**config.mk**
```make
export PLATFORM = sky130hd
export DESIGN_NAME = bus_capture_reader
export DESIGN_NICKNAME = d
export VERILOG_FILES = /design/src/rtl/bus_capture_reader.sv
export SDC_FILE = /design/constraint.sdc
export NUM_CORES = 1
export LEC_CHECK = 0
export BUFFER_PORTS_ARGS = -buffer_cell sky130_fd_sc_hd__buf_2
export CAP_MARGIN = 20
export CORE_MARGIN = 3
export CORE_UTILIZATION = 49
export CTS_CLUSTER_SIZE = 16
export DETAILED_ROUTE_END_ITERATION = 10
export HOLD_SLACK_MARGIN = 0.06
export PLACE_DENSITY = 0.77
export SETUP_SLACK_MARGIN = 0.5
export SLEW_MARGIN = 10
export SYNTH_ARGS = -nofsm -noshare
export SYNTH_HDL_FRONTEND = slang
export SYNTH_SLANG_ARGS = --single-unit
export TNS_END_PERCENT = 100
```
**constraint.sdc**
```tcl
create_clock -name clk -period 1.5 [get_ports clk]
set_input_delay 0.3 -clock clk [delete_from_list [all_inputs] [get_ports clk]]
set_output_delay 0.3 -clock clk [all_outputs]
set_load 0.01 [all_outputs]
```
**src/rtl/bus_capture_reader.sv**
```systemverilog
// bus_capture_reader
//
// Reads one value from a shared tri-state bus. The block enables exactly one
// of NSRC drivers (active-low oe_bar), waits SETTLE cycles for the bus to
// settle, captures it and reports completion with a one-cycle valid pulse.
//
// Optional feature (macro BUS_STABLE_CHECK_EN): after the first sample the
// bus is re-sampled in a CHECK state until two consecutive samples agree;
// MAX_RETRY consecutive mismatches end the read with err=1. Without the macro
// a single sample is taken and err only flags an out-of-range src_sel.
//
// Ports
//   clk      in   clock, all state changes on the rising edge
//   reset    in   asynchronous active-high reset
//   req      in   read request, sampled only in IDLE
//   src_sel  in   SEL_W  driver index, sampled with req
//   bus      in   WIDTH  shared bus value
//   oe_bar   out  NSRC   active-low driver enables, at most one low
//   data     out  WIDTH  last captured bus value
//   valid    out  one-cycle completion pulse
//   err      out  completion status, meaningful while valid=1
//   busy     out  high whenever the block is not IDLE
//
// src_sel is $clog2(NSRC+1) bits wide: the smallest width that can still
// carry the out-of-range value NSRC, so the error path is reachable even when
// NSRC is a power of two. For non-power-of-two NSRC this equals $clog2(NSRC).

module bus_capture_reader #(
  parameter int WIDTH     = 8,
  parameter int NSRC      = 4,
  parameter int SETTLE    = 2,
  parameter int MAX_RETRY = 3,
  localparam int SEL_W    = $clog2(NSRC + 1)
) (
  input  logic             clk,
  input  logic             reset,
  input  logic             req,
  input  logic [SEL_W-1:0] src_sel,
  input  logic [WIDTH-1:0] bus,
  output logic [NSRC-1:0]  oe_bar,
  output logic [WIDTH-1:0] data,
  output logic             valid,
  output logic             err,
  output logic             busy
);

  localparam int CNT_W = $clog2(SETTLE + 1);

  if (SETTLE < 1 || MAX_RETRY < 1) begin : g_bad_param
    $error("bus_capture_reader: SETTLE and MAX_RETRY must be at least 1");
  end

  typedef enum logic [1:0] {
    ST_IDLE   = 2'd0,
    ST_SETTLE = 2'd1,
`ifdef BUS_STABLE_CHECK_EN
    ST_CHECK  = 2'd2,
`endif
    ST_DONE   = 2'd3
  } state_t;

  state_t           state, state_nxt;
  logic [SEL_W-1:0] sel, sel_nxt;
  logic [CNT_W-1:0] cnt, cnt_nxt;
  logic [WIDTH-1:0] data_nxt;
  logic             err_nxt;
  logic [NSRC-1:0]  oe_bar_nxt;
  logic             drive_nxt;

`ifdef BUS_STABLE_CHECK_EN
  localparam int RTY_W = $clog2(MAX_RETRY + 1);
  logic [RTY_W-1:0] retry, retry_nxt;
`endif

  always_comb begin
    state_nxt = state;
    sel_nxt   = sel;
    cnt_nxt   = cnt;
    data_nxt  = data;
    err_nxt   = err;
`ifdef BUS_STABLE_CHECK_EN
    retry_nxt = retry;
`endif
    case (state)
      ST_IDLE: begin
        if (req) begin
          if (src_sel < SEL_W'(NSRC)) begin
            sel_nxt   = src_sel;
            cnt_nxt   = '0;
`ifdef BUS_STABLE_CHECK_EN
            retry_nxt = '0;
`endif
            err_nxt   = 1'b0;
            state_nxt = ST_SETTLE;
          end else begin
            // No driver is enabled and data is left untouched.
            err_nxt   = 1'b1;
            state_nxt = ST_DONE;
          end
        end
      end
      ST_SETTLE: begin
        if (cnt == CNT_W'(SETTLE - 1)) begin
          data_nxt  = bus;
`ifdef BUS_STABLE_CHECK_EN
          state_nxt = ST_CHECK;
`else
          state_nxt = ST_DONE;
`endif
        end else begin
          cnt_nxt = cnt + 1'b1;
        end
      end
`ifdef BUS_STABLE_CHECK_EN
      ST_CHECK: begin
        if (bus == data) begin
          err_nxt   = 1'b0;
          state_nxt = ST_DONE;
        end else begin
          // Keep the newest sample so the next compare is against it.
          data_nxt  = bus;
          retry_nxt = retry + 1'b1;
          if (retry == RTY_W'(MAX_RETRY - 1)) begin
            err_nxt   = 1'b1;
            state_nxt = ST_DONE;
          end
        end
      end
`endif
      ST_DONE: begin
        state_nxt = ST_IDLE;
      end
      default: begin
        state_nxt = ST_IDLE;
      end
    endcase
  end

  // Enables are registered so the tri-state controls never see decode glitches.
  always_comb begin
    drive_nxt = (state_nxt == ST_SETTLE);
`ifdef BUS_STABLE_CHECK_EN
    drive_nxt = drive_nxt || (state_nxt == ST_CHECK);
`endif
    oe_bar_nxt = '1;
    for (int i = 0; i < NSRC; i++) begin
      if (drive_nxt && (sel_nxt == SEL_W'(i))) begin
        oe_bar_nxt[i] = 1'b0;
      end
    end
  end

  always_ff @(posedge clk or posedge reset) begin
    if (reset) begin
      state  <= ST_IDLE;
      sel    <= '0;
      cnt    <= '0;
      data   <= '0;
      err    <= 1'b0;
      oe_bar <= '1;
      valid  <= 1'b0;
      busy   <= 1'b0;
    end else begin
      state  <= state_nxt;
      sel    <= sel_nxt;
      cnt    <= cnt_nxt;
      data   <= data_nxt;
      err    <= err_nxt;
      oe_bar <= oe_bar_nxt;
      valid  <= (state_nxt == ST_DONE);
      busy   <= (state_nxt != ST_IDLE);
    end
  end

`ifdef BUS_STABLE_CHECK_EN
  always_ff @(posedge clk or posedge reset) begin
    if (reset) begin
      retry <= '0;
    end else begin
      retry <= retry_nxt;
    end
  end
`endif

endmodule

```
==> metrics <==
sw frac=34.6%; first-pass GRT wire length=3640 µm; EDFF count, synth=0; Max Clk Rate=~0.73 GHz; dpl ws=about 0.14 ns; root buffer cell=clkbuf_4; Logic pwr share=between 50% and 60%; Die Span Y=49.9 µm; clock slew at reported path FFs=between 0.1 and 0.15 ns; Power Dens Cells=2270 nW/µm²; worst-skew pair later-pin latency=~0.31 ns; Routed Wire Length=2400 µm; reg2reg end=oe_bar[0]; synth warn=0; DR iter-0 viols=14; RePlAce Congestion=around 0.76; CTS tree=done; status=completed; HP Class=in -> async; Gate Count Post-Synth=74; max_cap viols=0; fin crit period=approximately 1.4 ns; worst r2r src=state[1]; Finished Cell Area=1470 µm²; vias in the first global route=between 800 and 900; register share of total power=approximately 32%; Main synth FF type=dfrtp_1; clock sink count=22; Top-Level Pins=29; DRT Pass-1 Iters=4; clock skew=0.0131 ns; Clock H-tree levels=1; fin nets=about 140; Rows=15; Area growth syn-to-layout=55.6%; Switch Pwr=~1.2 mW; Crit Path Class=reg -> reg; Post-DP HPWL=1310 µm; Finish-stage setup viols=0; GRT Overall Usage=between 10% and 20%; WP data arrival=1.60 ns; initial antenna violation count=0; FF-to-FF path depth=3; worst path required time=~1.7 ns; Routed Antenna Nets=0; Vias=slightly below 800; worst slew pin tran=just over 0.3 ns; Startpoint Class=register; Inserted Clock Buffers=3; Synth Register Bits=22; final hold viol count=0; P_leak=about 0.7 nW; R2R Setup Slk=0.14 ns; asr flop ratio synth=between 90% and 100%; Final WS setup=between 0.1 and 0.15 ns; die area=2490 µm²; internal power=between 2 and 2.5 mW; cell count after placement=about 130; Initial Util=a little over half; VDD IR max=1380 µV; Mean Syn Cell Area=roughly 13 µm²; DRC=0; Tcrit/Tclk final=between 90 and 100%; Clk pwr share=9.8%; vias per cell=~5.2; Cell Area, Placed=around 1200 µm²; deepest clock path buffer count=2; Syn Nets=approximately 90; routed len/inst=15.8 µm; max-slew violation count=0; global route overflow=0; unrepaired setup endpoints after global routing=yes; chip width=49.9 µm; ant diodes=0; largest net degree at the start of global routing=13; Crit. End Element=register; proportion of synthesized chip area in sequential cells=58.7%; core area=around 1800 µm²; max_slew headroom=between 70% and 80%; setup TNS=0 ns; fraction of layout cells with a size suffix above 1=67.7%; port bufs=28; total power=roughly 3.3 mW; Critical Path Fanout Max=5; non-filler cells, final=between 150 and 200; synthesized area=946 µm²; Synth cell types=31
power groups by stage:
stage	clock network, mW	logic, mW	registers [mW]
floorplan	0	0.732	1.12
global placement	0	1.06	1.05
detailed placement	0	1.10	1.06
CTS	0.323	1.70	1.05
global route	0.356	2.06	1.10
finish	0.327	1.94	1.07
synth_stat cells, types with 2 or more instances:
| master | instances | area, µm² |
|---|---|---|
| dfrtp_1 | 18 | 450 |
| mux2_1 | 9 | 101 |
| nand2_1 | 7 | 26.3 |
| dfstp_2 | 4 | 105 |
| nor2_1 | 4 | 15.0 |
| a21oi_1 | 3 | 15.0 |
| inv_1 | 3 | 11.3 |
| a22o_1 | 2 | 17.5 |
| nor3b_1 | 2 | 15.0 |
per-layer routing:
metal / routed length [µm] / track usage (%)
met1: 1010 / 23.7
met2: 1220 / 32.2
met3: 131 / 3.93
met4: 36 / 7.37
met5: 0 / 0
stage by stage:
stage | util (%) | hold slack, ns
after detailed placement | 64.6 | 0.307
after floorplan | - | 0.286
final | 82.5 | 0.101
after CTS | 78.7 | 0.104
after global routing | 82.5 | 0.106
after global placement | 64.6 | 0.300
critical path, stage by stage (launching register included):
cell	delay (ns)
dfrtp_2	0.48
or4b_4	0.60
nor3_2	0.15
a21oi_1	0.06
final cells by class:
cell class | instances | area, µm²
clock buffer | 4 | 36.3
timing repair buffer | 52 | 372
fill | 93 | 312
tap | 25 | 31.3
sequential | 22 | 558
inverter | 3 | 11.3
multi-input combinational | 46 | 463
how the worst max path moves through the flow:
stage	slack, ns	cells past startpoint	endpoint	startpoint
floorplan	0.21	5	oe_bar[3]	cnt[0]
global placement	0.20	3	data[4]	state[1]
finish	0.14	3	oe_bar[0]	state[1]
detailed placement	0.14	3	data[3]	state[1]
CTS	0.19	3	oe_bar[1]	state[1]
global route	0.12	3	oe_bar[0]	state[1]
placed cells by master, fill, tap and decap left out, types with 2 or more instances in the layout:
master    count
dfstp_2       4
buf_2        24
dfrtp_2       2
nand2_1       6
a22o_1        2
buf_6         7
nor3_2        2
inv_1         2
buf_4        19
a21oi_1       2
clkbuf_4      3
dfrtp_1      16
mux2_4        8
nor4b_4       2
nor2_1        4
sequential cells by signal (all words and copies together) (netlist names):
signal,flops
sel,3
data,8
oe_bar,4
valid,1
state,2
cnt,2
busy,1
err,1
cells by family (layout without fill, tap and decap cells):
group	count (synthesis)	count (layout)	synth area share, %
compound gates	11	11	8.07
fa+ha+maj	1	1	1.32
buf+inv	6	59	3.31
flops	22	22	58.7
mux	9	9	10.7
simple gates	25	25	17.9
repair_timing:
action | CTS | global route
pin swaps | 10 | 2
endpoints found under the hold margin | 6 | 0
buffers inserted | 14 | 5
gates resized for setup | 22 | 7
hold buffers | 1 | 0
endpoints found under the setup margin | 35 | 35
No activity file was read; power rests on OpenSTA's default activity.
